## src/rtl/bm_sched_pkg.sv

```systemverilog
// Shared types and constants for the bm_rd_sched packet read scheduler.
// The optional checksum byte is enabled by defining BM_SCHED_CSUM_EN.
package bm_sched_pkg;

   localparam int unsigned SEQ_W       = 7;
   localparam int unsigned HDR_CH_BIT  = 7;
   localparam int unsigned HDR_SEQ_MSB = 6;

   typedef enum logic [2:0] {
      StIdle,
      StHdr,
      StRun,
      StDrain,
      StCsum,
      StDone
   } state_e;

   // Header byte: channel in the MSB, per-channel sequence number below it.
   function automatic logic [7:0] mk_hdr(input logic ch, input logic [SEQ_W-1:0] seq);
      logic [7:0] h;
      h                  = '0;
      h[HDR_CH_BIT]      = ch;
      h[HDR_SEQ_MSB:0]   = seq;
      return h;
   endfunction

endpackage

```

## src/rtl/bm_rr_arb.sv

```systemverilog
// Two-way round-robin arbiter: when both channels are eligible the one that
// was not served last wins; a lone eligible channel always wins.
module bm_rr_arb (
   input  logic [1:0] i_elig,
   input  logic       i_rr_last,
   output logic       o_gnt,
   output logic       o_gnt_vld
);

   // Combinational grant; o_gnt is the winning channel index.
   always_comb begin
      o_gnt_vld = |i_elig;
      o_gnt     = 1'b0;
      if (&i_elig) begin
         o_gnt = ~i_rr_last;
      end else if (i_elig[1]) begin
         o_gnt = 1'b1;
      end
   end

endmodule

```

## src/rtl/bm_rd_sched.sv

```systemverilog
// Packet read scheduler: shares one byte-wide packet output between two
// byte buffers. Emits a header, then streams PKT_LEN payload bytes read
// through an RD_LAT-deep tag pipe aligned to the buffer read latency.
// Define BM_SCHED_CSUM_EN to append an XOR checksum byte to every packet.
module bm_rd_sched
   import bm_sched_pkg::*;
#(
   parameter int unsigned PKT_LEN = 64,
   parameter int unsigned RD_LAT  = 2,
   parameter int unsigned LVL_W   = 16
) (
   input  logic             i_clk_sys,
   input  logic             i_rst,
   input  logic             i_en,
   input  logic [LVL_W-1:0] i_buf0_lvl,
   output logic             o_buf0_req,
   input  logic [7:0]       i_buf0_q,
   input  logic [LVL_W-1:0] i_buf1_lvl,
   output logic             o_buf1_req,
   input  logic [7:0]       i_buf1_q,
   output logic [7:0]       o_pk_data,
   output logic             o_pk_vld,
   output logic             o_pk_sop,
   output logic             o_pk_eop,
   output logic [15:0]      o_pk_cnt
);

   localparam logic [7:0] LAST_REQ = 8'(PKT_LEN - 1);

   state_e            r_state, w_state_nxt;
   logic              r_ch, r_rr_last;
   logic [SEQ_W-1:0]  r_seq0, r_seq1, w_seq;
   logic [7:0]        r_req_cnt;
   logic [RD_LAT-1:0] r_tag_vld, r_tag_last;
   logic              w_tag_out, w_tag_out_last;
   logic              w_run, w_push_last;
   logic [1:0]        w_elig;
   logic              w_gnt, w_gnt_vld;
   logic [7:0]        w_q, w_pk_data;
   logic              w_pk_vld, w_pk_sop, w_pk_eop;
   logic [7:0]        r_pk_data;
   logic              r_pk_vld, r_pk_sop, r_pk_eop;
   logic [15:0]       r_pk_cnt;
`ifdef BM_SCHED_CSUM_EN
   logic [7:0]        r_xor;
`endif

   assign w_elig = {i_buf1_lvl >= LVL_W'(PKT_LEN), i_buf0_lvl >= LVL_W'(PKT_LEN)};

   bm_rr_arb u_arb (
      .i_elig    (w_elig),
      .i_rr_last (r_rr_last),
      .o_gnt     (w_gnt),
      .o_gnt_vld (w_gnt_vld)
   );

   assign w_tag_out      = r_tag_vld[RD_LAT-1];
   assign w_tag_out_last = r_tag_last[RD_LAT-1];

   // State register.
   always_ff @(posedge i_clk_sys) begin
      if (i_rst) r_state <= StIdle;
      else       r_state <= w_state_nxt;
   end

   // Next-state logic; eligibility and enable only matter in StIdle.
   always_comb begin
      w_state_nxt = r_state;
      unique case (r_state)
         StIdle:  if (i_en && w_gnt_vld) w_state_nxt = StHdr;
         StHdr:   w_state_nxt = StRun;
         StRun:   if (r_req_cnt == LAST_REQ) w_state_nxt = StDrain;
         StDrain: if (r_tag_vld == '0) begin
`ifdef BM_SCHED_CSUM_EN
            w_state_nxt = StCsum;
`else
            w_state_nxt = StDone;
`endif
         end
         StCsum:  w_state_nxt = StDone;
         StDone:  w_state_nxt = StIdle;
         default: w_state_nxt = StIdle;
      endcase
   end

   // Output decode: read requests and next packet-byte values.
   always_comb begin
      w_run       = (r_state == StRun);
      w_push_last = w_run && (r_req_cnt == LAST_REQ);
      w_q         = r_ch ? i_buf1_q : i_buf0_q;
      w_seq       = r_ch ? r_seq1 : r_seq0;
      w_pk_vld    = 1'b0;
      w_pk_sop    = 1'b0;
      w_pk_eop    = 1'b0;
      w_pk_data   = '0;
      if (r_state == StHdr) begin
         w_pk_vld  = 1'b1;
         w_pk_sop  = 1'b1;
         w_pk_data = mk_hdr(r_ch, w_seq);
      end else if (w_tag_out) begin
         w_pk_vld  = 1'b1;
         w_pk_data = w_q;
`ifdef BM_SCHED_CSUM_EN
         w_pk_eop  = 1'b0;
`else
         w_pk_eop  = w_tag_out_last;
`endif
      end
`ifdef BM_SCHED_CSUM_EN
      else if (r_state == StCsum) begin
         w_pk_vld  = 1'b1;
         w_pk_eop  = 1'b1;
         w_pk_data = r_xor;
      end
`endif
   end

   assign o_buf0_req = w_run & ~r_ch;
   assign o_buf1_req = w_run & r_ch;

   // Channel latch, request counter, tag pipe, sequence and packet counters.
   always_ff @(posedge i_clk_sys) begin
      if (i_rst) begin
         r_ch       <= 1'b0;
         r_rr_last  <= 1'b1;
         r_seq0     <= '0;
         r_seq1     <= '0;
         r_req_cnt  <= '0;
         r_tag_vld  <= '0;
         r_tag_last <= '0;
         r_pk_cnt   <= '0;
      end else begin
         // One tag per request; the tag reaches the output as the byte lands on q.
         r_tag_vld  <= (r_tag_vld << 1) | RD_LAT'(w_run);
         r_tag_last <= (r_tag_last << 1) | RD_LAT'(w_push_last);
         unique case (r_state)
            StIdle: if (i_en && w_gnt_vld) r_ch <= w_gnt;
            StHdr:  r_req_cnt <= '0;
            StRun:  r_req_cnt <= r_req_cnt + 8'd1;
            StDone: begin
               if (r_ch) r_seq1 <= r_seq1 + SEQ_W'(1);
               else      r_seq0 <= r_seq0 + SEQ_W'(1);
               r_pk_cnt  <= r_pk_cnt + 16'd1;
               r_rr_last <= r_ch;
            end
            default: ;
         endcase
      end
   end

`ifdef BM_SCHED_CSUM_EN
   // Running XOR of the payload bytes of the current packet.
   always_ff @(posedge i_clk_sys) begin
      if (i_rst || r_state == StHdr) r_xor <= '0;
      else if (w_tag_out)            r_xor <= r_xor ^ w_q;
   end
`endif

   // Single capture register stage for all packet outputs.
   always_ff @(posedge i_clk_sys) begin
      if (i_rst) begin
         r_pk_data <= '0;
         r_pk_vld  <= 1'b0;
         r_pk_sop  <= 1'b0;
         r_pk_eop  <= 1'b0;
      end else begin
         r_pk_data <= w_pk_data;
         r_pk_vld  <= w_pk_vld;
         r_pk_sop  <= w_pk_sop;
         r_pk_eop  <= w_pk_eop;
      end
   end

   assign o_pk_data = r_pk_data;
   assign o_pk_vld  = r_pk_vld;
   assign o_pk_sop  = r_pk_sop;
   assign o_pk_eop  = r_pk_eop;
   assign o_pk_cnt  = r_pk_cnt;

endmodule
```

## config.mk

```make
export PLATFORM = sky130hd
export DESIGN_NAME = bm_rd_sched
export DESIGN_NICKNAME = d
export VERILOG_FILES = /design/src/rtl/bm_sched_pkg.sv /design/src/rtl/bm_rr_arb.sv /design/src/rtl/bm_rd_sched.sv
export SDC_FILE = /design/constraint.sdc
export NUM_CORES = 1
export LEC_CHECK = 0
export CAP_MARGIN = 20
export CORE_MARGIN = 5
export CORE_UTILIZATION = 52
export CTS_BUF_LIST = sky130_fd_sc_hd__clkbuf_4 sky130_fd_sc_hd__clkbuf_8
export CTS_CLUSTER_DIAMETER = 150
export DETAILED_ROUTE_END_ITERATION = 10
export PLACE_DENSITY = 0.88
export SYNTH_ARGS = -nofsm -noshare
export SYNTH_HDL_FRONTEND = slang
export SYNTH_HIERARCHICAL = 1
export SYNTH_SLANG_ARGS = --single-unit
```

## constraint.sdc

```tcl
create_clock -name i_clk_sys -period 4.7 [get_ports i_clk_sys]
set_input_delay 1.41 -clock i_clk_sys [delete_from_list [all_inputs] [get_ports i_clk_sys]]
set_output_delay 1.41 -clock i_clk_sys [all_outputs]
set_load 0.005 [all_outputs]
```

=== Yosys cells after proc, flatten, opt, wreduce, memory -nomap -nowiden ===
Index checks and enable logic that the tools add are counted.

* $add $sub $neg: 4
* Magnitude comparators: 2
* Equality and inequality tests: 9
* Mux-type cells: 14
* Bitwise operators: 7
* Reductions and logical operators: 12

{| class="wikitable"
|+ Operators with widths
! kind !! number
|-
| >= comparator 16 x 7 -> 1 bit (second input constant) || 2
|-
| two-way mux 8 bit || 3
|-
| adder 16 x 1 -> 16 bit (second input constant) || 1
|-
| case mux 8 bit (2 select lines) || 1
|-
| case mux 3 bit (5 select lines) || 1
|-
| adder 7 x 1 -> 7 bit (second input constant) || 2
|-
| two-way mux 3 bit || 3
|-
| adder 8 x 1 -> 8 bit (second input constant) || 1
|-
| equality test 8 x 6 -> 1 bit (second input constant) || 1
|-
| AND reduction 2 bit || 4
|-
| two-way mux 7 bit || 1
|-
| equality test 3 x 2 -> 1 bit (second input constant) || 2
|-
| equality test 3 bit (second input constant) || 2
|-
| two-way mux 1 bit || 5
|-
| inequality test 2 bit (second input constant) || 2
|-
| bitwise OR 2 x 1 -> 2 bit || 2
|-
| equality test 3 x 1 -> 1 bit (second input constant) || 1
|-
| zero test 3 bit || 1
|-
| inverter 1 bit || 3
|-
| AND reduction 3 bit || 1
|-
| OR reduction 3 bit || 1
|-
| bitwise AND 1 bit || 2
|-
| logical AND 1 bit || 2
|-
| zero test 2 bit || 1
|-
| 3 further kinds || 3
|}

* Bits in registers: 58
* Input port bits: 51
* Output and inout port bits: 29
* Logic and storage cells: 61

=== Logic depth before layout (Yosys ltp) ===
Gate-level depths: netlist (run 1).

* Word-level depth: 5
* Depth in mapped cells: 6
* Depth with buffers taken out: 6

=== Cells and area by module ===
The synthesis (run 1) kept the hierarchy.

{| class="wikitable"
|+ Modules (own cells, without submodules)
! module !! times used !! cells an instance !! area an instance (µm²) !! seq. area each (µm²)
|-
| bm_rd_sched || 1 || 287 || 2591.2 || 1161.1
|-
| bm_rr_arb || 1 || 2 || 13.8 || 0.0
|}

=== Worst setup path after synthesis (run 1) ===
OpenSTA, ideal clock, no wires.

* Path kind: reg2out
* From: register r_state[2]
* To: output o_buf0_req
* Arrival time: 1096 ps
* Required time: 3290 ps
* Slack: 2194 ps
* Cell stages (with the launch flop): 5
* Buffers on the path: 2
* Cells stage by stage: dfxtp_1 > buf_6 > or3b_4 > buf_4 > nor2_1

* Longest elaborated chain between the ends: 2

{| class="wikitable"
|+ RTL lines
! element !! RTL line !! RTL
|-
| from (decl) || bm_rd_sched.sv:30 || <nowiki>state_e r_state, w_state_nxt;</nowiki>
|-
| from (signal assigned) || bm_rd_sched.sv:62 || <nowiki>if (i_rst) r_state <= StIdle;</nowiki>
|-
| from (signal assigned) || bm_rd_sched.sv:63 || <nowiki>else r_state <= w_state_nxt;</nowiki>
|-
| equality test 3 x 2 -> 1 bit || bm_rd_sched.sv:88 || <nowiki>w_run = (r_state == StRun);</nowiki>
|-
| bitwise AND 1 bit || bm_rd_sched.sv:118 || <nowiki>assign o_buf0_req = w_run & ~r_ch;</nowiki>
|-
| to (decl) || bm_rd_sched.sv:16 || <nowiki>output logic o_buf0_req,</nowiki>
|}

Every way passes these cells.

=== Worst setup path in the final report (run 1) ===
* From: register r_state[1]
* To: output o_buf0_req

Same word-level chain as after synthesis.

==> impl_metrics.py, run 1 <==
metrics = {
    "synthesis": {
        "synth_fp_nets": 344,
        "ys_seq_area_frac": 0.4457,
        "yosysUniqueCellTypes": 44,
        "synth_area_mm2": 0.002605,
        "syn_area_per_cell_um2": 9.014,
        "synth-seq-cells": 58,
        "ys_warn_count": 6,
        "synthFlopType": "dfxtp_1",
        "async_reset_ff_frac": 0,
        "synthCells": 289,
        "synth_edf_count": 0,
    },
    "setup_path": {
        "max_stage_delay_ps": 530,
        "r2r-end": "o_pk_cnt[14]",
        "cp-start-kind": "flop",
        "r2r_start": "r_state[2]",
        "crit_slowest_cell": "clkdlybuf4s50_1",
        "critPathKind": "flop to primary output",
        "cp_cell_sequence": "or3b_4 -> nor2_1 -> clkdlybuf4s50_1",
        "critPathRequiredTime_ps": 3290,
        "cp_top_family": "simple AND/OR/NAND/NOR gates",
        "crit_path_end_kind": "primary output",
        "cp_num_buf_inv": 1,
        "regToRegSetupSlack_ps": 2780,
        "path_max_fanout": 15,
        "ff2ff_path_depth": 4,
        "arrival_ps": 1980,
    },
    "cells_and_area": {
        "nFillCells": 352,
        "syn2layout_area_growth_pct": 35.88,
        "drive_gt1_frac": 0.06407,
        "finalNetCount": 409,
        "diodes": 0,
        "layout_common_cells": "clkdlybuf4s50_1, dfxtp_1, nor2_1",
        "final_area_mm2": 0.003540,
        "mostFrequentLayoutCell": "clkdlybuf4s50_1",
    },
    "global_routing": {
        "grt_max_degree": 50,
        "grt_pass1_wl_um": 10280,
        "overflow": 0,
        "antenna_found_initial": 0,
        "grtUsageTotal": 0.2079,
        "grt_pass1_vias": 2325,
    },
    "timing": {
        "hold_viol": 0,
        "post-route-period-util": 0.7206,
        "fin_skew_ps": 5.000,
        "drv_slew": 0,
        "relSlewSlack": 0.6112,
        "setup_tns_ps": 0,
        "hold-worst-slack_ps": 436.7,
        "tightestPinTransition_ps": 582.4,
        "rsz0062_at_grt": "false",
        "min_period_ps": 3387,
        "setup-violations-final": 0,
        "fmax_mhz": 295.3,
        "setup_slack_ps": 1313,
    },
    "clocking": {
        "cts_tree": "yes",
        "htree_levels": 3,
        "cts.sinks": 58,
        "clk_path_buf_depth": 2,
        "postCtsSetupBuffers": 0,
        "path_clk_slew_ps": 70,
        "cts_resized": 0,
        "postCtsHoldBufs": 0,
        "numCtsBuffers": 9,
        "clk_latency_ps": 340,
        "cts-root-buf": "clkbuf_8",
    },
    "pwr": {
        "powerDensity_mw_per_mm2": 315.2,
        "total_power_mw": 1.116,
        "leakage_nw": 1.235,
        "max-vdd-ir-drop_mv": 0.2209,
    },
    "detailed_routing": {
        "drt_iter0_drc": 124,
        "vias": 2365,
        "avgViaCountPerCell": 5.552,
        "wl_um": 6134,
        "antenna_left": 0,
        "avgRoutedWirePerCell_um": 14.40,
        "firstDrtPassIters": 5,
        "drc_errors": 0,
    },
    "worst_hold_path": {
        "holdPathEnd": "o_pk_eop",
        "min_from": "r_tag_last[1]",
        "hold_path_depth": 2,
        "min_path_type": "flop to flop",
    },
    "status": {
        "status": "completed",
    },
    "placement": {
        "dp_slack_ps": 1514,
        "hpwlAfterDp_um": 4193,
        "port_buffers": 67,
        "dpl-instance-area_mm2": 0.003282,
        "gp_congestion": 0.7831,
    },
    "die": {
        "coreArea_mm2": 0.004786,
        "initial_core_util": 0.5443,
        "die_h_um": 80.78,
        "ios": 80,
        "fp.dieW_um": 80.78,
        "placementRows": 25,
        "die-area_mm2": 0.006525,
    },
    "job": {
        "maxCapViolations": 0,
    },
}
==> sequential cells by signal (all words and copies together), names as in the netlist <==
register,count
r_seq0,7
r_ch,1
o_pk_cnt,16
r_state,3
o_pk_data,8
o_pk_sop,1
r_req_cnt,8
r_tag_vld,2
r_tag_last,2
r_seq1,7
o_pk_vld,1
r_rr_last,1
o_pk_eop,1
==> cells by family (layout without fill, tap and decap cells) <==
group	after synthesis	in the layout	share of synthesized area
DFF	58	58	0.4457
xor gates and xnor gates	19	19	0.06388
AOI/OAI and AO/OA	44	44	0.09943
buffers and inverters	23	93	0.04274
muxes	19	19	0.07349
adders and majority gates	4	4	0.01921
and+or+nand+nor	122	122	0.2555
==> how the worst max path moves through the flow <==
stage | cells after the start | to | slack [ps] | startpoint
2_1_floorplan | 4 | o_buf0_req | 2190 | r_state[2]
5_1_grt | 3 | o_buf0_req | 1200 | r_state[1]
4_1_cts | 2 | o_buf1_req | 1120 | r_ch
3_3_place_gp | 2 | o_buf1_req | 1520 | r_ch
6_report | 3 | o_buf0_req | 1310 | r_state[1]
3_5_place_dp | 2 | o_buf1_req | 1510 | r_ch
==> per-stage QoR <==
step                      cells  utilization
after detailed placement    408       0.6858
after CTS                   424       0.7354
final                       426       0.7396
after global routing        426       0.7396
after global placement      408       0.6858
after floorplan             289            -
==> synth_stat cells, drive strengths merged, types with 6 or more instances <==
cell    count  share of area
nor4        7          0.017
clkbuf      9          0.013
o21ai       8          0.015
inv         7          0.010
xor2       13          0.044
or3         6          0.014
buf         7          0.020
nand4       8          0.025
o22ai       7          0.017
nor2       34          0.049
nand2      18          0.026
nand3      13          0.025
xnor2       6          0.020
dfxtp      58           0.45
mux2i      18          0.069
a21oi      18          0.035
==> final cells by class <==
class,instances,area [um2],share of cell area
Multi-Input combinational cell,208,1333,0.3765
Sequential cell,58,1161,0.3280
Timing Repair Buffer,70,698.2,0.1972
Clock buffer,12,165.2,0.04666
Tap cell,67,83.83,0.02368
Clock inverter,4,72.57,0.02050
Inverter,7,26.28,0.007423
==> tightest hold or removal path, delay by kind of cell (launching register included) <==
| family | cells | cell delay [ps] |
|---|---|---|
| flops | 1 | 310 |
| buf+inv | 1 | 50 |
| simple gates | 1 | 40 |
==> routing by layer <==
metal  up-vias  wire (um)  track usage
met3        14        454      0.05654
met1      1084       2482       0.2353
li1       1167          -            -
met5         -          0            0
met2       100       3071       0.3502
met4         0        126       0.1233
==> power by group <==
group,total (mW),internal (mW),switching (mW)
Clock,0.538,0.341,0.197
Combinational,0.0739,0.0447,0.0292
Sequential,0.504,0.497,0.00662
Total,1.12,0.882,0.233
(Power assumes the default switching activity.)
==> inputs of run 2 (changes only) <==
CORE_UTILIZATION = 48   (was 52)
PLACE_DENSITY = 0.82   (was 0.88)
clock period = 3.2 ns   (was 4.7 ns; I/O delays follow)
==> impl_metrics.py, run 2 (synthesis gave the netlist of run 1 again) <==
metrics = {
    "clocking": {
        "clk_latency_ps": 340,
        "postCtsSetupBuffers": 0,
        "postCtsHoldBufs": 0,
        "cts_resized": 0,
        "cts.sinks": 58,
        "cts-root-buf": "clkbuf_8",
        "htree_levels": 3,
        "cts_tree": "yes",
        "numCtsBuffers": 9,
        "path_clk_slew_ps": 70,
        "clk_path_buf_depth": 2,
    },
    "cells_and_area": {
        "layout_common_cells": "clkdlybuf4s50_1, dfxtp_1, nor2_1",
        "nFillCells": 433,
        "largest_register_ffs": 16,
        "diodes": 0,
        "final_area_mm2": 0.003531,
        "finalNetCount": 410,
        "syn2layout_area_growth_pct": 35.54,
        "mostFrequentLayoutCell": "clkdlybuf4s50_1",
        "drive_gt1_frac": 0.06667,
        "final_core_util": 0.6784,
    },
    "detailed_routing": {
        "antenna_left": 0,
        "wl_um": 6097,
        "avgRoutedWirePerCell_um": 14.18,
        "vias": 2347,
        "firstDrtPassIters": 4,
        "avgViaCountPerCell": 5.458,
        "drt_iter0_drc": 73,
        "drc_errors": 0,
    },
    "timing": {
        "post-route-period-util": 0.8928,
        "drv_slew": 0,
        "hold_viol": 0,
        "tightestPinTransition_ps": 472.5,
        "fin_skew_ps": 8.592,
        "fmax_mhz": 350.0,
        "relSlewSlack": 0.6850,
        "setup-violations-final": 0,
        "setup_tns_ps": 0,
        "hold-worst-slack_ps": 424.5,
        "min_period_ps": 2857,
        "rsz0062_at_grt": "false",
    },
    "pwr": {
        "total_power_mw": 1.598,
        "leakage_nw": 1.233,
        "powerDensity_mw_per_mm2": 452.6,
        "max-vdd-ir-drop_mv": 0.2244,
    },
    "placement": {
        "hpwlAfterDp_um": 4350,
        "dpl-instance-area_mm2": 0.003308,
        "gp_congestion": 0.7584,
        "port_buffers": 67,
    },
    "setup_path": {
        "arrival_ps": 1900,
        "cp-start-kind": "flop",
        "critPathKind": "flop to primary output",
        "cp_cell_sequence": "nor2b_1 -> nor2b_1 -> and2_1 -> clkdlybuf4s50_1",
        "path_common_cell": "nor2b_1",
        "path_max_fanout": 9,
        "critPathRequiredTime_ps": 2240,
        "max_stage_delay_ps": 500,
        "crit_path_end_kind": "primary output",
        "crit_slowest_cell": "clkdlybuf4s50_1",
    },
    "global_routing": {
        "grt_pass1_vias": 2229,
        "grt_max_degree": 28,
        "grt_pass1_wl_um": 10020,
        "antenna_found_initial": 0,
        "grtUsageTotal": 0.1770,
        "overflow": 0,
    },
    "die": {
        "initial_core_util": 0.5005,
        "die_h_um": 83.67,
        "fp.dieW_um": 83.67,
        "placementRows": 26,
        "ios": 80,
        "coreArea_mm2": 0.005205,
        "die-area_mm2": 0.007001,
    },
    "job": {
        "maxCapViolations": 0,
    },
    "worst_hold_path": {
        "min_path_type": "flop to flop",
    },
    "status": {
        "status": "completed",
    },
}
run 2: cell count changes in the layout (fill, tap and decap cells not counted):
cell,change
buf_4,+3
buf_8,-1
clkbuf_2,-1
clkbuf_4,+1
clkbuf_8,-2
clkinv_2,+1
run 2: path summary, 6_finish.rpt:
path / from / to / slack, ps / depth (start not counted)
hold / removal: r_tag_last[1] / o_pk_eop / 420 / 2
setup reg to reg: r_state[2] / o_pk_cnt[14] / 1270 / 4
setup / recovery: r_state[1] / o_buf1_req / 340 / 4
hold reg to reg: r_tag_last[1] / o_pk_eop / 420 / 2
run 2: final cells by class:
class	instances	area (um2)	area share
inverter	7	26.28	0.007442
timing repair buffer	71	700.7	0.1984
sequential	58	1161	0.3288
clock inverter	5	77.57	0.02197
multi-input combinational	208	1333	0.3774
tap	70	87.58	0.02481
clock buffer	11	145.1	0.04111
run 2: critical path, delay by kind of cell, from the launching register on:
family	cells	cell delay [ps]
flip-flops	1	430
buffers and inverters	1	500
AND/OR/NAND/NOR	3	630
run 2: layer usage:
metal | up-vias | track usage | part of all wire
li1 | 1167 | - | -
met4 | 0 | 0.1053 | 0.029
met3 | 15 | 0.05035 | 0.064
met5 | - | 0 | 0
met2 | 68 | 0.2936 | 0.48
met1 | 1097 | 0.2010 | 0.43
run 2: metrics by stage:
step                      instances  worst slack (ps)
final                           430             343.1
after floorplan                 289              1144
after CTS                       430             336.9
after global routing            430             240.4
after detailed placement        414             670.7
after global placement          414             712.9
run 2: power by group:
| part | switching (mW) | total [mW] | internal [mW] |
|---|---|---|---|
| logic | 0.0433 | 0.110 | 0.0664 |
| registers | 0.00884 | 0.739 | 0.730 |
| clock network | 0.285 | 0.750 | 0.465 |
==> inputs of run 3 (changes only) <==
MAX_ROUTING_LAYER = met4   (was not set)
clock period = 2.8 ns   (was 3.2 ns; I/O delays follow)
==> impl_metrics.py, run 3 (synthesis gave the netlist of run 1 again) <==
metrics = {
    "clocking": {
        "clk_path_buf_depth": 2,
        "postCtsSetupBuffers": 0,
        "path_clk_slew_ps": 60,
        "clk_latency_ps": 340,
        "cts-root-buf": "clkbuf_8",
        "htree_levels": 3,
        "cts_tree": "yes",
        "cts.sinks": 58,
        "numCtsBuffers": 9,
    },
    "global_routing": {
        "grt_pass1_wl_um": 9839,
        "use_met2": 0.2914,
        "grt_pass1_vias": 2262,
        "grt_use_met1": 0.2018,
        "grt_max_degree": 24,
        "overflow": 0,
        "grt_util_met3": 0.05331,
        "antenna_found_initial": 0,
        "grt-busiest-layer": "met2",
        "grtUsageTotal": 0.1774,
    },
    "timing": {
        "setup_slack_ps": 93.13,
        "min_period_ps": 2707,
        "relSlewSlack": 0.7479,
        "setup-violations-final": 0,
        "tightestPinTransition_ps": 376.1,
        "hold_viol": 0,
        "rsz0062_at_grt": "false",
        "setup_tns_ps": 0,
        "drv_slew": 0,
        "fmax_mhz": 369.4,
        "post-route-period-util": 0.9667,
        "fin_skew_ps": 5.309,
        "hold-worst-slack_ps": 416.5,
    },
    "pwr": {
        "leakage_nw": 1.230,
        "powerDensity_mw_per_mm2": 481.5,
        "max-vdd-ir-drop_mv": 0.3076,
    },
    "cells_and_area": {
        "seq_area_mm2": 0.001162,
        "syn2layout_area_growth_pct": 34.63,
        "mostFrequentLayoutCell": "clkdlybuf4s50_1",
        "diodes": 0,
        "nFillCells": 407,
        "finalNetCount": 411,
        "multiInputGateArea_mm2": 0.001333,
        "layout_common_cells": "clkdlybuf4s50_1, dfxtp_1, nor2_1",
        "drive_gt1_frac": 0.07202,
        "largest_register_ffs": 16,
        "stdcell_count": 431,
    },
    "detailed_routing": {
        "avgRoutedWirePerCell_um": 13.57,
        "avgViaCountPerCell": 5.392,
        "antenna_left": 0,
        "drc_errors": 0,
        "firstDrtPassIters": 4,
        "wl_um": 5850,
        "vias": 2324,
        "drt_iter0_drc": 99,
    },
    "setup_path": {
        "critPathKind": "flop to primary output",
        "cp-start-kind": "flop",
        "crit_path_end_kind": "primary output",
        "path_max_fanout": 15,
        "arrival_ps": 1870,
        "critPathRequiredTime_ps": 1960,
    },
    "status": {
        "status": "completed",
    },
    "die": {
        "coreArea_mm2": 0.005205,
        "ios": 80,
        "die_h_um": 83.67,
        "die-area_mm2": 0.007001,
        "initial_core_util": 0.5005,
        "fp.dieW_um": 83.67,
        "placementRows": 26,
    },
    "placement": {
        "placed_cells": 415,
        "hpwlAfterDp_um": 4335,
        "port_buffers": 67,
        "gp_congestion": 0.7644,
        "dp_slack_ps": 409.2,
    },
    "worst_hold_path": {
        "min_path_type": "flop to flop",
    },
    "job": {
        "maxCapViolations": 0,
    },
}
## run 3: area by class of cell
type                            count  share of cell area
Clock buffer                       14             0.05137
Clock inverter                      2            0.002854
Inverter                            7            0.007492
Multi-Input combinational cell    208              0.3800
Sequential cell                    58              0.3314
Tap cell                           70             0.02497
Timing Repair Buffer               72              0.2019
## run 3: path summary, 6_finish.rpt
kind | slack, ps | cells after the start | to | from
max | 90 | 3 | o_buf0_req | r_state[2]
max reg2reg | 1030 | 5 | r_seq1[6] | r_ch
min | 420 | 2 | o_pk_eop | r_tag_last[1]
min reg2reg | 420 | 2 | o_pk_eop | r_tag_last[1]
## run 3: per-layer routing
| layer | routed length [um] | vias up |
|---|---|---|
| li1 | - | 1171 |
| met1 | 2501 | 1074 |
| met2 | 2821 | 69 |
| met3 | 376 | 10 |
| met4 | 150 | 0 |
| met5 | 0 | - |
## run 3: power by group
group	switching [mW]	total, mW	internal (mW)	leakage, nW
Clock	0.309	0.719	0.410	0.103
Sequential	0.0105	0.845	0.835	0.468
Combinational	0.0481	0.124	0.0761	0.658
Total	0.367	1.69	1.32	1.23
## run 3: worst max-delay path, cell delays in order, from the launching register on
cell and delay, ps:
dfxtp_1 410, or3b_4 510, nor2_1 110, clkdlybuf4s50_1 500
## run 3: metrics by stage
stage / util / total power, mW / cell area, um2
after detailed placement: 0.6370 / 0.9875 / 3316
after global placement: 0.6370 / 0.9846 / 3316
after CTS: 0.6736 / 1.708 / 3506
final: 0.6738 / 1.689 / 3507
after global routing: 0.6738 / 1.751 / 3507
after floorplan: - / 0.9181 / 2605
## run 3: what timing repair did
action                                  in CTS  in global routing
hold buffers                                 0                  0
gates resized for setup                      0                  1
endpoints found under the setup margin       0                  2
